===== config.mk =====
export PLATFORM = sky130hd
export DESIGN_NAME = mux_scan_ctrl
export DESIGN_NICKNAME = d
export VERILOG_FILES = /design/src/rtl/mux_scan_pkg.sv /design/src/rtl/next_ch_sel.sv /design/src/rtl/mux_scan_ctrl.sv
export SDC_FILE = /design/constraint.sdc
export NUM_CORES = 1
export LEC_CHECK = 0
export ABC_AREA = 1
export BUFFER_PORTS_ARGS = -buffer_cell sky130_fd_sc_hd__buf_2
export CORE_MARGIN = 4
export CORE_UTILIZATION = 50
export CTS_CLUSTER_SIZE = 14
export DETAILED_ROUTE_END_ITERATION = 8
export HOLD_SLACK_MARGIN = 0.06
export PLACE_DENSITY = 0.82
export SYNTH_ARGS = -nofsm -noshare
export SYNTH_HDL_FRONTEND = slang
export SYNTH_SLANG_ARGS = --single-unit

===== constraint.sdc =====
create_clock -name clk -period 2.6 [get_ports clk]
set_input_delay 0.13 -clock clk [delete_from_list [all_inputs] [get_ports clk]]
set_output_delay 0.13 -clock clk [all_outputs]
set_load 0.005 [all_outputs]

===== src/rtl/mux_scan_pkg.sv =====
// Shared widths and state encoding for the mux scan controller.
package mux_scan_pkg;

  localparam int unsigned NCH  = 4;
  localparam int unsigned SELW = 2;
  localparam int unsigned CNTW = 4;

  typedef enum logic [1:0] {
    ST_IDLE   = 2'd0,
    ST_SETTLE = 2'd1,
    ST_HOLD   = 2'd2
  } scan_state_e;

endpackage


===== src/rtl/next_ch_sel.sv =====
// Channel walker: next enabled index above cur, last-channel flag and lowest
// enabled index of mask.
module next_ch_sel
  import mux_scan_pkg::*;
(
  input  logic [NCH-1:0]  mask,
  input  logic [SELW-1:0] cur,
  output logic [SELW-1:0] nxt,
  output logic            last,
  output logic [SELW-1:0] lowest
);

  // Descending scans so the final match is the smallest qualifying index.
  always_comb begin
    nxt    = cur;
    last   = 1'b1;
    lowest = '0;
    for (int i = NCH - 1; i >= 0; i--) begin
      if (mask[i]) begin
        lowest = SELW'(i);
      end
      if (mask[i] && (i > int'(cur))) begin
        nxt  = SELW'(i);
        last = 1'b0;
      end
    end
  end

endmodule


===== src/rtl/mux_scan_ctrl.sv =====
// Scan sequencer for a 4:1 mux: dwells on each enabled channel, shadows the
// sampled bits and hands out one frame per scan over valid/ready.
module mux_scan_ctrl
  import mux_scan_pkg::*;
#(
  parameter int unsigned DWELL = 2
) (
  input  logic           clk,
  input  logic           rst,
  input  logic           start,
  input  logic           cont,
  input  logic [NCH-1:0] ch_en,
  output logic           s1,
  output logic           s0,
  input  logic           y_in,
  output logic [NCH-1:0] frame,
  output logic           frame_valid,
  input  logic           frame_ready,
  output logic           busy
);

  localparam logic [CNTW-1:0] DwellLast = CNTW'(DWELL - 1);

  scan_state_e     state_q, state_d;
  logic [SELW-1:0] sel_q, sel_d;
  logic [CNTW-1:0] cnt_q, cnt_d;
  logic [NCH-1:0]  shadow_q, shadow_d;
  logic [NCH-1:0]  en_q, en_d;
  logic [NCH-1:0]  frame_q, frame_d;
  logic            valid_q, valid_d;

  logic [NCH-1:0]  sampled, load_src;
  logic            slot_free, load, begin_scan;
  logic [SELW-1:0] next_sel, first_sel, unused_low, unused_next;
  logic            last_ch, unused_last;

  next_ch_sel u_scan_sel (
    .mask   (en_q),
    .cur    (sel_q),
    .nxt    (next_sel),
    .last   (last_ch),
    .lowest (unused_low)
  );

  next_ch_sel u_first_sel (
    .mask   (ch_en),
    .cur    (SELW'(0)),
    .nxt    (unused_next),
    .last   (unused_last),
    .lowest (first_sel)
  );

  assign slot_free = !valid_q || frame_ready;

  always_comb begin
    state_d  = state_q;
    sel_d    = sel_q;
    cnt_d    = cnt_q;
    shadow_d = shadow_q;
    en_d     = en_q;
    frame_d  = frame_q;
    valid_d  = valid_q;
    load     = 1'b0;
    load_src = shadow_q;

    // Shadow with the current channel's bit replaced by the live mux output.
    sampled        = shadow_q;
    sampled[sel_q] = y_in;

    if (valid_q && frame_ready) begin
      valid_d = 1'b0;
    end

    unique case (state_q)
      ST_IDLE: begin
        sel_d = '0;
        cnt_d = '0;
      end
      ST_SETTLE: begin
        cnt_d = cnt_q + 1'b1;
        if (cnt_q == DwellLast) begin
          shadow_d = sampled;
          cnt_d    = '0;
          if (!last_ch) begin
            sel_d = next_sel;
          end else if (slot_free) begin
            load     = 1'b1;
            load_src = sampled;
          end else begin
            state_d = ST_HOLD;
          end
        end
      end
      ST_HOLD: begin
        if (slot_free) begin
          load = 1'b1;
        end
      end
      default: state_d = ST_IDLE;
    endcase

    if (load) begin
      frame_d = load_src & en_q;
      valid_d = 1'b1;
      state_d = ST_IDLE;
      sel_d   = '0;
      cnt_d   = '0;
    end

    begin_scan = (ch_en != '0) &&
                 (((state_q == ST_IDLE) && start) || (load && cont));
    if (begin_scan) begin
      en_d     = ch_en;
      shadow_d = '0;
      sel_d    = first_sel;
      cnt_d    = '0;
      state_d  = ST_SETTLE;
    end
  end

  always_ff @(posedge clk) begin
    if (rst) begin
      state_q  <= ST_IDLE;
      sel_q    <= '0;
      cnt_q    <= '0;
      shadow_q <= '0;
      en_q     <= '0;
      frame_q  <= '0;
      valid_q  <= 1'b0;
    end else begin
      state_q  <= state_d;
      sel_q    <= sel_d;
      cnt_q    <= cnt_d;
      shadow_q <= shadow_d;
      en_q     <= en_d;
      frame_q  <= frame_d;
      valid_q  <= valid_d;
    end
  end

  assign s1          = sel_q[1];
  assign s0          = sel_q[0];
  assign frame       = frame_q;
  assign frame_valid = valid_q;
  assign busy        = (state_q != ST_IDLE);

endmodule


**Word level (Yosys, flattened, before mapping)**

Index checks and enable logic that the tools add are counted.

- Register bits after elaboration: 21
- Bits of input ports: 10
- Output and inout bits: 8
- Logic and storage cells: 88

- Add/sub/neg operators: 1
- Order comparisons: 5
- Eq/ne operators: 12
- Mux-type cells: 36
- Bitwise logic cells: 2
- Reductions and logical operators: 24

Operators by type and width:

| kind | count |
|---|---|
| $mux W2 | 14 |
| $mux W4 | 5 |
| $ne A4 B4 Y1 const B | 4 |
| $reduce_and A4 Y1 | 3 |
| $mux W1 | 11 |
| $logic_and A1 B1 Y1 | 8 |
| $pmux W2 S2 | 2 |
| $pmux W4 S2 | 1 |
| $reduce_bool A4 Y1 | 2 |
| $ne A2 B2 Y1 const B | 3 |
| $ne A6 B3 Y1 const B | 1 |
| $reduce_bool A2 Y1 | 3 |
| $add A4 B1 Y4 const B | 1 |
| $and A4 B4 Y4 | 1 |
| $bwmux W4 | 1 |
| $eq A4 B1 Y1 const B | 1 |
| $gt A2 B2 Y1 const A | 2 |
| $reduce_or A2 Y1 | 2 |
| $lt A2 B3 Y1 const B | 1 |
| $ne A3 B1 Y1 const B | 1 |
| $reduce_or A3 Y1 | 1 |
| $demux W1 S2 | 1 |
| $eq A2 B1 Y1 const B | 1 |
| $eq A2 B2 Y1 const B | 1 |
| other kinds (8) | 9 |

**Depth between registers and ports, before layout**

Gate-level depths: netlist of the first run.

- Word-level depth: 13
- Gate-level depth with buffers: 13
- Depth with buffers taken out: 13

**By module**

From an unflattened synthesis of the first run, not the netlist that was laid out.

- Cells, all modules: 203
- Area, all modules: 1283.7 µm²

Modules (own cells, without submodules):

| module | times used | cells each | area an instance (µm²) | seq. area each (µm²) |
|---|---|---|---|---|
| mux_scan_ctrl | 1 | 165 | 1131.1 | 420.4 |
| next_ch_sel | 2 | 19 | 76.3 | 0.0 |

**Worst setup path before layout of the first run**

Ideal clock, no wire load.

- Kind: register -> register
- From: register state_q[1]
- To: register sel_q[0]
- Setup time: 0.109 ns
- Data arrival time: 1.471 ns
- Required time: 2.491 ns
- Setup slack: 1.020 ns
- Stages on the path, launching flop included: 14
- Buffers on the path: 0
- Clock period less this slack: 1.580 ns
- Path through: dfxtp_1 inv_1 ha_1 inv_1 nor2_2 nand2_4 nand2_4 nand3_2 nand2_4 nand2_4 nand3_1 nand2_1 inv_2 nor2_2

- Cells in the longest elaborated chain, start to end: 7
- Elaborated cells between the ends (all ways): 16
- Classes of those cells: 5 x eq/ne; 4 x mux; 7 x reduce/logical

Ends and longest elaborated chain:

| what | line | RTL |
|---|---|---|
| from (decl) | mux_scan_ctrl.sv:24 | `scan_state_e state_q, state_d;` |
| from (signal assigned) | mux_scan_ctrl.sv:131 | `state_q <= state_d;` |
| $eq A2 B2 Y1 / $eq A2 B1 Y1 (equally long branches) | mux_scan_ctrl.sv:74 | `unique case (state_q)` |
| $pmux W1 S2 | mux_scan_ctrl.sv:74 |  |
| $logic_and A1 B1 Y1 | mux_scan_ctrl.sv:111 | `(((state_q == ST_IDLE) && start) \|\| (load && cont));` |
| $logic_or A1 B1 Y1 | mux_scan_ctrl.sv:111 |  |
| $logic_and A1 B1 Y1 | mux_scan_ctrl.sv:110 | `begin_scan = (ch_en != '0) &&` |
| $ne A6 B3 Y1 (no line), or another cell as far along | - |  |
| $reduce_and A4 Y1 (no line) | - |  |
| to (signal assigned) | mux_scan_ctrl.sv:132 | `sel_q <= sel_d;` |
| to (decl) | mux_scan_ctrl.sv:25 | `logic [SELW-1:0] sel_q, sel_d;` |

Parallel ways exist; a longest one is shown, timed or not.
A chain may end at the register's enable or synchronous reset.

**Worst setup path after layout of the first run**

Same ends and word-level chain as after synthesis.

==> results of run 1 <==
==> critical path, cell delays in order, from the launching register on <==
cell     delay (ns)
dfxtp_1        0.33
inv_1          0.09
ha_1           0.26
inv_1          0.09
nor2_2         0.22
nand2_4        0.09
nand2_4        0.07
nand3_2        0.08
nand2_4        0.11
nand2_4        0.10
nand3_1        0.08
nand2_1        0.06
inv_2          0.05
nor2_2         0.03
==> sequential cells by signal, indices dropped and copies added (netlist names) <==
signal,count
sel_q,2
frame_valid,1
state_q,2
cnt_q,4
frame,4
en_q,4
shadow_q,4
==> metrics by stage <==
step / power (W) / hold slack (ns) / setup WS [ns]
global placement: 0.000624 / 0.369 / 0.948
floorplan: 0.000568 / 0.199 / 1.02
finish: 0.000787 / 0.0890 / 0.846
CTS: 0.000790 / 0.0858 / 0.853
global route: 0.000841 / 0.0996 / 0.650
detailed placement: 0.000633 / 0.380 / 0.871
==> cell usage after synthesis (all sizes together), types with 2 or more instances <==
| cell | instances | area share [%] |
|---|---|---|
| inv | 22 | 7.0 |
| a21oi | 18 | 7.6 |
| ha | 5 | 5.3 |
| or2 | 2 | 1.1 |
| nand2 | 40 | 16 |
| mux2i | 2 | 1.7 |
| o21ai | 9 | 3.8 |
| o211ai | 5 | 3.2 |
| nand3 | 9 | 4.6 |
| dfxtp | 21 | 35 |
| nand4 | 3 | 1.6 |
| nor2 | 23 | 9.4 |
==> path summary, 6_finish.rpt <==
| kind | endpoint | startpoint | slack (ns) |
|---|---|---|---|
| setup / recovery | sel_q[0] | state_q[1] | 0.85 |
| hold / removal | en_q[2] | ch_en[2] | 0.09 |
| setup reg to reg | sel_q[0] | state_q[1] | 0.85 |
| hold reg to reg | en_q[0] | en_q[0] | 0.49 |
==> layout make-up <==
cell class              count  area, µm²  share of cell area, %
repair buffers             18       95.1                   7.07
well taps                  28       35.0                   2.60
clock inverters             1       5.00                  0.372
inverters                  23       86.3                   6.42
flip-flops and latches     21        420                   31.3
clock buffers               3       22.5                   1.67
multi-input cells         121        681                   50.6
==> cells by family after synthesis <==
logic type	after synthesis
fa+ha+maj	5
flops	21
buf+inv	23
compound gates	34
mux	2
simple gates	78
xor+xnor	2
==> layer usage <==
| layer | share of wire, % | up-vias | track usage, % |
|---|---|---|---|
| li1 | - | 585 | - |
| met1 | 46 | 499 | 20.5 |
| met2 | 48 | 30 | 27.1 |
| met3 | 5.0 | 7 | 2.30 |
| met4 | 1.6 | 0 | 4.64 |
| met5 | 0 | - | 0 |
==> what timing repair did <==
action / in CTS / in global routing
setup endpoints to repair: 0 / 0
hold buffers: 1 / 0
hold endpoints to repair: 5 / 0
==> power groups by stage <==
stage	combinational [W]	sequential [W]	clock, W
after floorplan	0.000198	0.000371	0
after global placement	0.000252	0.000373	0
after detailed placement	0.000260	0.000374	0
after CTS	0.000262	0.000366	0.000161
after global routing	0.000299	0.000370	0.000172
final	0.000262	0.000367	0.000159
==> summary.log, run 1 <==
[run_status] run status complete, no violations
[sta] final hold violation count 0
[sta] setup violation total in the final timing report 0
[global_route] initial antenna violation count 0
[sta] final total negative setup slack 0 ns
[cts] Clock transition at path regs 0.12 ns
[cts] number of buffers created by CTS 3
[critical_path] critical path arrival 1.97 ns
[global_route] first-pass GRT wire length 4150 µm
[route] total detailed-routing wirelength 2410 µm
[logic_synthesis] largest family of logic cells by synthesized area simple AND/OR/NAND/NOR gates
[pwr] share of total power in combinational logic 33.2%
[logic_synthesis] syn nets 180
[cts] clock tree from TritonCTS yes
[final_layout] ratio of cells with drive above 1 in the final layout 23.0%
[sta] Slew Limit Fails 0
[pwr] part of the power in registers 46.6%
[placed_design] detailed-placement wirelength estimate 1970 µm
[logic_synthesis] share of synthesized registers carrying an async set or reset 0%
[final_layout] final-stage net count 203
[placed_design] placed inst area 1310 µm²
[pwr] switching power total 0.000289 W
[logic_synthesis] Post-synth EDFFs 0
[placed_design] placer's final routability congestion estimate 0.833
[cts] post-CTS repair timing setup buffer count 0
[die] Vert. Die Dim 56.7 µm
[min_path] Tightest Hold Check Type input port to flip-flop
[pwr] cell leakage power 0.584 nW
[sta] Least-Margin Pin Slew 0.317 ns
[cts] clk_lat worst skew 0.30 ns
[global_route] pin count of the biggest net entering global routing 13
[logic_synthesis] Post-Synth Adder-Cell Area 5.27%
[die] number of top-level pins 18
[cts] Max clock buf depth 2
[logic_synthesis] number of different library cells in the post-synthesis netlist 24
[final_layout] fillers 206
[cts] cells resized by post-CTS repair 0
[sta] maximum clock rate 0.570 GHz
[logic_synthesis] portion of the post-synthesis area used by sequential elements 35.4%
[logic_synthesis] share of synthesized area spent on multiplexers 1.69%
[cts] sink count of the clock tree 21
[logic_synthesis] Yosys Warn Count 0
[logic_synthesis] total of flip-flops plus latches after synthesis 21
[min_path] cell depth of the worst hold path 3
[final_layout] most frequent cells in the layout nand2_1, dfxtp_1, inv_1, a21oi_1
[route] violation count after the first detailed-route iteration 22
[placed_design] port bufs 17
[critical_path] element type at the critical path end flip-flop
[logic_synthesis] complex-gate fraction of the synthesized area 15.6%
[global_route] number of global-route vias before repair 976
[logic_synthesis] gate count of the mapped netlist 165
[route] average vias per placed instance 5.21
[sta] max_slew headroom 78.8%
[sta] Setup Skew 0.00255 ns
[pwr] VDD IR-drop max 387 µV
[logic_synthesis] area share of and/or/nand/nor cells after synthesis 33.3%
[pwr] switching portion of total power 36.7%
[final_layout] utilization of the core after routing 60.2%
[placed_design] placed instance count 210
[cts] library cell used as clock root buffer clkbuf_4
[route] routed via count 1121
[pwr] part of the total power dissipated in the clock network 20.2%
[pwr] total power divided by cell area 585 nW/µm²
[route] wire length per cell after detailed routing 11.2 µm
[pwr] design internal power 0.000498 W
[global_route] sum of overflow across all layers after global routing 0
[route] 1st-pass router iterations 4
[die] total core area 2230 µm²
[sta] final cycle utilization of the critical path 67.5%
[route] DRC viols 0
[critical_path] startpoint class of the critical path flip-flop
[logic_synthesis] area share of xor/xnor cells in the synthesized design 1.48%
[logic_synthesis] Syn Area/Cell 7.20 µm²
[final_layout] commonest non-fill, non-tap cell in the layout nand2_1
[critical_path] Worst Setup Path Type flip-flop to flip-flop
[final_layout] Layout area overhead 13.3%
[sta] setup repair after global routing missed its margin false
[critical_path] Critical Path RT 2.82 ns
[logic_synthesis] Cell Area, Synth 1190 µm²
[final_layout] Final Instance Count excl. Fillers 215
[die] effective utilization at floorplan 53.2%
[final_layout] Antenna Cells 0
[sta] Min Clock Period, post-route 1.75 ns
[die] floorplan row count 17
[global_route] total global routing track utilization 15.8%
[logic_synthesis] Synth Flop Type dfxtp_1
[die] Horiz. Die Dim 56.7 µm
[critical_path] Max Fanout on Critical Path 10
[critical_path] cell count of the worst reg-to-reg path 13
[final_layout] Final Cell Area 1350 µm²
[die] Die Area 3220 µm²
[run] max_cap viols 0
[route] post-route ant nets 0
[cts] Max H-tree Level 1
No activity file was read; power rests on OpenSTA's default activity.
==> inputs of run 2 (changes only) <==
PLACE_DENSITY = 0.85   (was 0.82)
clock period = 1.6 ns   (was 2.6 ns; I/O delays follow)
==> run 2 against run 1 <==
  * Largest power group unchanged
  * Clock power is 73% higher
  * Worst setup slack worse by 0.81 ns
  * Via count is 10% higher
  * Critical path type unchanged
  * Sequential cell count unchanged
  * Critical path depth is the same
  * Non-clock buffer count grew 14
  * Global-route usage grew 2.1 points
  * Count of clock-buffer cells in the layout is the same
  * Combinational power increased by 120%
  * Die area did not move
==> summary.log, run 2 (same netlist as run 1, synthesis figures left out) <==
[cts] Max H-tree Level 1
[global_route] total global routing track utilization 17.9%
[sta] final total negative setup slack 0 ns
[die] floorplan row count 17
[die] effective utilization at floorplan 53.2%
[final_layout] utilization of the core after routing 72.0%
[final_layout] multi-input logic area 808 µm²
[sta] maximum clock rate 0.640 GHz
[critical_path] slack of the worst reg-to-reg path 0.04 ns
[route] DRC viols 0
[pwr] design internal power 0.000904 W
[pwr] switching power total 0.000577 W
[route] total detailed-routing wirelength 3120 µm
[cts] clk_lat worst skew 0.32 ns
[cts] Max clock buf depth 2
[critical_path] element type at the critical path end flip-flop
[route] violation count after the first detailed-route iteration 51
[global_route] sum of overflow across all layers after global routing 0
[placed_design] placer's final routability congestion estimate 0.864
[sta] Slew Limit Fails 0
[min_path] hold endpoint frame_valid
[pwr] switching portion of total power 38.9%
[die] Vert. Die Dim 56.7 µm
[placed_design] detailed-placement wirelength estimate 1970 µm
[die] Horiz. Die Dim 56.7 µm
[pwr] post-layout total power 0.00148 W
[placed_design] port bufs 17
[global_route] pin count of the biggest net entering global routing 13
[sta] minimum hold slack 0.201 ns
[cts] sink count of the clock tree 21
[run_status] run status complete, no violations
[sta] max_slew headroom 79.4%
[final_layout] area used by sequential logic in the layout 433 µm²
[pwr] cell leakage power 0.691 nW
[die] number of top-level pins 18
[die] Die Area 3220 µm²
[critical_path] cell count of the worst reg-to-reg path 13
[sta] final cycle utilization of the critical path 97.6%
[critical_path] critical path arrival 1.79 ns
[pwr] total power divided by cell area 920 nW/µm²
[route] average vias per placed instance 5.37
[cts] library cell used as clock root buffer clkbuf_4
[final_layout] Antenna Cells 0
[critical_path] startpoint class of the critical path flip-flop
[die] total core area 2230 µm²
[pwr] part of the total power dissipated in the clock network 18.5%
[global_route] first-pass GRT wire length 4640 µm
[sta] Min Clock Period, post-route 1.56 ns
[critical_path] Worst Setup Path Type flip-flop to flip-flop
[sta] Setup Skew 0.00698 ns
[min_path] worst hold path startpoint frame_ready
[sta] setup violation total in the final timing report 0
[sta] Least-Margin Pin Slew 0.308 ns
[critical_path] Max Fanout on Critical Path 8
[sta] setup repair after global routing missed its margin true
[min_path] cell depth of the worst hold path 5
[final_layout] fillers 155
[route] wire length per cell after detailed routing 13.6 µm
[final_layout] Layout area overhead 35.5%
[global_route] initial antenna violation count 0
[global_route] number of global-route vias before repair 1116
[cts] number of buffers created by CTS 3
[run] max_cap viols 0
[route] post-route ant nets 0
[pwr] share of total power in combinational logic 39.5%
[critical_path] worst flop-to-flop path endpoint sel_q[1]
[cts] clock tree from TritonCTS yes
[cts] Clock transition at path regs 0.13 ns
[pwr] part of the power in registers 41.9%
[final_layout] final-stage net count 218
[critical_path] worst reg2reg path startpoint sel_q[0]
[critical_path] Critical Path RT 1.83 ns
[final_layout] ratio of cells with drive above 1 in the final layout 37.6%
[route] 1st-pass router iterations 4
[route] routed via count 1236
[sta] final hold violation count 0
[final_layout] commonest non-fill, non-tap cell in the layout nand2_1
[pwr] VDD IR-drop max 725 µV
[min_path] Tightest Hold Check Type input port to flip-flop
[final_layout] most frequent cells in the layout nand2_1, a21oi_1, buf_2
## run 2: cell type report
cell class / count / share of cell area, %
Tap cell: 28 / 2.18
Inverter: 23 / 5.68
Multi-Input combinational cell: 122 / 50.2
Sequential cell: 21 / 26.9
Clock buffer: 3 / 1.40
Timing Repair Buffer: 32 / 13.3
Clock inverter: 1 / 0.311
## run 2: routing by layer
layer	track usage [%]	vias up	share of wire [%]
met5	0	-	0
met4	8.28	0	2.0
met3	4.14	8	6.3
met2	30.2	44	49
met1	21.4	569	42
li1	-	615	-
## run 2: worst max-delay path by stage
stage | startpoint | slack (ns) | endpoint | cells past startpoint
3_5_place_dp | state_q[0] | 0.004 | sel_q[0] | 11
2_1_floorplan | state_q[1] | 0.02 | sel_q[0] | 13
3_3_place_gp | state_q[0] | 0.06 | sel_q[0] | 11
5_1_grt | sel_q[0] | -0.05 | sel_q[1] | 13
4_1_cts | state_q[1] | 0.01 | sel_q[0] | 13
6_report | sel_q[0] | 0.04 | sel_q[1] | 13
## run 2: timing repair
action,CTS,global route
hold buffers,5,0
cloned,0,1
endpoints found under the hold margin,6,0
endpoints found under the setup margin,2,20
pin swaps,0,12
setup buffers,0,6
gates resized for setup,1,38
## run 2: critical path: stages, from the launching register on
cell     delay (ns)
dfxtp_2        0.41
inv_2          0.08
nand2_4        0.09
nor2_4         0.05
nor2_4         0.13
nand2_4        0.08
nand2_4        0.08
nand3_4        0.09
nand2_8        0.12
nand2_8        0.07
nand3_1        0.09
nand2_1        0.08
inv_2          0.06
nor2_2         0.03
## run 2: metrics by stage
| step | setup slack [ns] | instance area [µm²] | std cells |
|---|---|---|---|
| floorplan | 0.0199 | 1190 | 165 |
| global placement | 0.0589 | 1340 | 214 |
| detailed placement | 0.00417 | 1340 | 214 |
| CTS | 0.0101 | 1420 | 223 |
| global route | -0.0547 | 1610 | 230 |
| finish | 0.0379 | 1610 | 230 |
## run 2: power by group through the flow
stage | Combinational [W] | Clock [W] | Sequential [W]
4_1_cts | 0.000456 | 0.000266 | 0.000595
2_1_floorplan | 0.000322 | 0 | 0.000602
6_report | 0.000585 | 0.000275 | 0.000621
3_3_place_gp | 0.000422 | 0 | 0.000606
5_1_grt | 0.000648 | 0.000306 | 0.000628
3_5_place_dp | 0.000438 | 0 | 0.000607
==> inputs of run 3 (changes only) <==
BUFFER_PORTS_ARGS = -buffer_cell sky130_fd_sc_hd__buf_4   (was -buffer_cell sky130_fd_sc_hd__buf_2)
==> run 3 against run 2 <==
  * Cell count decreased by 1.3%
  * Global-route usage increased by 0.56 points
  * Non-clock buffer count decreased by 3
  * Die area unchanged
  * Critical path type unchanged
  * Largest cell class unchanged
  * Largest power group unchanged
==> summary.log, run 3 (same netlist as run 1, synthesis figures left out) <==
[run_status] run status complete, no violations
[final_layout] Layout area overhead 31.0%
[route] DRC viols 0
[placed_design] placed instance count 215
[min_path] Tightest Hold Check Type input port to flip-flop
[sta] Min Clock Period, post-route 1.55 ns
[die] Vert. Die Dim 56.7 µm
[final_layout] final-stage net count 215
[placed_design] port bufs 17
[sta] max_slew headroom 76.7%
[sta] Slew Limit Fails 0
[global_route] sum of overflow across all layers after global routing 0
[pwr] VDD IR-drop max 736 µV
[cts] Max H-tree Level 1
[critical_path] total buffers and inverters traversed by the critical path 3
[sta] setup violation total in the final timing report 0
[critical_path] startpoint class of the critical path flip-flop
[die] total core area 2230 µm²
[pwr] cell leakage power 0.663 nW
[critical_path] Worst Setup Path Type flip-flop to flip-flop
[critical_path] element type at the critical path end flip-flop
[critical_path] Max Fanout on Critical Path 7
[sta] Setup Skew 0.00862 ns
[pwr] post-layout total power 0.00140 W
[run] max_cap viols 0
[global_route] number of global-route vias before repair 1155
[die] Die Area 3220 µm²
[final_layout] ratio of cells with drive above 1 in the final layout 33.2%
[placed_design] detailed-placement wirelength estimate 2040 µm
[final_layout] multi-input logic area 748 µm²
[cts] clock tree from TritonCTS yes
[die] Horiz. Die Dim 56.7 µm
[global_route] first-pass GRT wire length 4730 µm
[die] effective utilization at floorplan 53.2%
[final_layout] commonest non-fill, non-tap cell in the layout nand2_1
[sta] Least-Margin Pin Slew 0.349 ns
[cts] sink count of the clock tree 21
[cts] Clock transition at path regs 0.12 ns
[pwr] total power divided by cell area 902 nW/µm²
[cts] number of buffers created by CTS 3
[route] 1st-pass router iterations 4
[final_layout] most frequent cells in the layout nand2_1, buf_4, a21oi_1
[critical_path] longest individual stage delay on the worst path 0.35 ns
[critical_path] slack of the worst reg-to-reg path 0.05 ns
[sta] final hold violation count 0
[global_route] pin count of the biggest net entering global routing 13
[global_route] total global routing track utilization 18.5%
[critical_path] library cell contributing the largest single delay on the critical path dfxtp_2
[final_layout] Final Instance Count excl. Fillers 227
[cts] library cell used as clock root buffer clkbuf_4
[critical_path] Largest delay share family, worst path simple AND/OR/NAND/NOR gates
[die] number of top-level pins 18
[placed_design] placer's final routability congestion estimate 0.899
[sta] setup repair after global routing missed its margin true
[route] average vias per placed instance 5.30
[die] floorplan row count 17
[route] total detailed-routing wirelength 2890 µm
[sta] final cycle utilization of the critical path 97.1%
[cts] clk_lat worst skew 0.32 ns
[cts] Max clock buf depth 2
[route] violation count after the first detailed-route iteration 32
[final_layout] fillers 163
[global_route] initial antenna violation count 0
[critical_path] ordered cell list for the critical path inv_2 -> ha_2 -> inv_2 -> nor2_4 -> nand2_4 -> nand2_4 -> nand3_2 -> nand2_4 -> nand2_8 -> nand3_1 -> nand2_1 -> inv_2 -> nor2_2
[final_layout] Antenna Cells 0
[route] routed via count 1203
[route] wire length per cell after detailed routing 12.7 µm
[critical_path] Critical Path RT 1.82 ns
[sta] final total negative setup slack 0 ns
[sta] maximum clock rate 0.644 GHz
[route] post-route ant nets 0
[critical_path] critical path arrival 1.78 ns
[final_layout] area used by sequential logic in the layout 428 µm²
-- run 3: cell types whose count changed in the layout (fill, tap and decap cells not counted), sizes merged --
cell,previous run,this run
buf,27,24
clkinv,1,2
inv,23,22
-- run 3: per-layer routing --
layer	wire length [µm]	track usage, %	share of wire, %
met2	1510	31.2	52
met3	129	2.53	4.5
met4	68	12.9	2.4
met5	0	0	0
met1	1180	21.2	41
-- run 3: cell type report --
type                            instances  share of cell area [%]
Timing Repair Buffer                   29                    14.8
Multi-Input combinational cell        122                    48.1
Inverter                               23                    5.55
Clock inverter                          1                   0.322
Sequential cell                        21                    27.5
Clock buffer                            3                    1.45
Tap cell                               28                    2.25
-- run 3: through the flow --
step                setup slack [ns]  instance area, µm²  util (%)  hold WS (ns)
global route                 -0.0557                1560      69.6         0.208
finish                        0.0463                1560      69.6         0.189
floorplan                     0.0199                1190         -         0.149
global placement              0.0715                1390      62.1         0.287
detailed placement           -0.0213                1390      62.1         0.296
CTS                          0.00876                1470      66.0         0.171
-- run 3: what timing repair did --
action                                  CTS  global route
hold buffers                              5             0
pin swaps                                 0             5
setup buffers                             0             2
gates cloned                              0             1
endpoints found under the hold margin     6             0
resized for setup                         3            19
endpoints found under the setup margin    7            20
-- run 3: worst reg2reg max path, cell delays in order, from the launching register on --
cell and delay (ns):
dfxtp_2 0.35, inv_2 0.07, ha_2 0.19, inv_2 0.06, nor2_4 0.11, nand2_4 0.08
nand2_4 0.07, nand3_2 0.08, nand2_4 0.15, nand2_8 0.07, nand3_1 0.08, nand2_1 0.06
inv_2 0.05, nor2_2 0.03
-- run 3: where the power goes --
group	internal [W]	switching, W	leakage [nW]
sequential	0.000567	0.0000354	0.173
combinational	0.000222	0.000315	0.473
clock	0.0000937	0.000170	0.0177
total	0.000882	0.000521	0.663
-- run 3: final timing paths --
path | from | endpoint | depth (start not counted)
hold / removal | frame_ready | frame_valid | 5
hold reg to reg | en_q[0] | en_q[0] | 2
setup reg to reg | state_q[1] | sel_q[0] | 13
setup / recovery | state_q[1] | sel_q[0] | 13
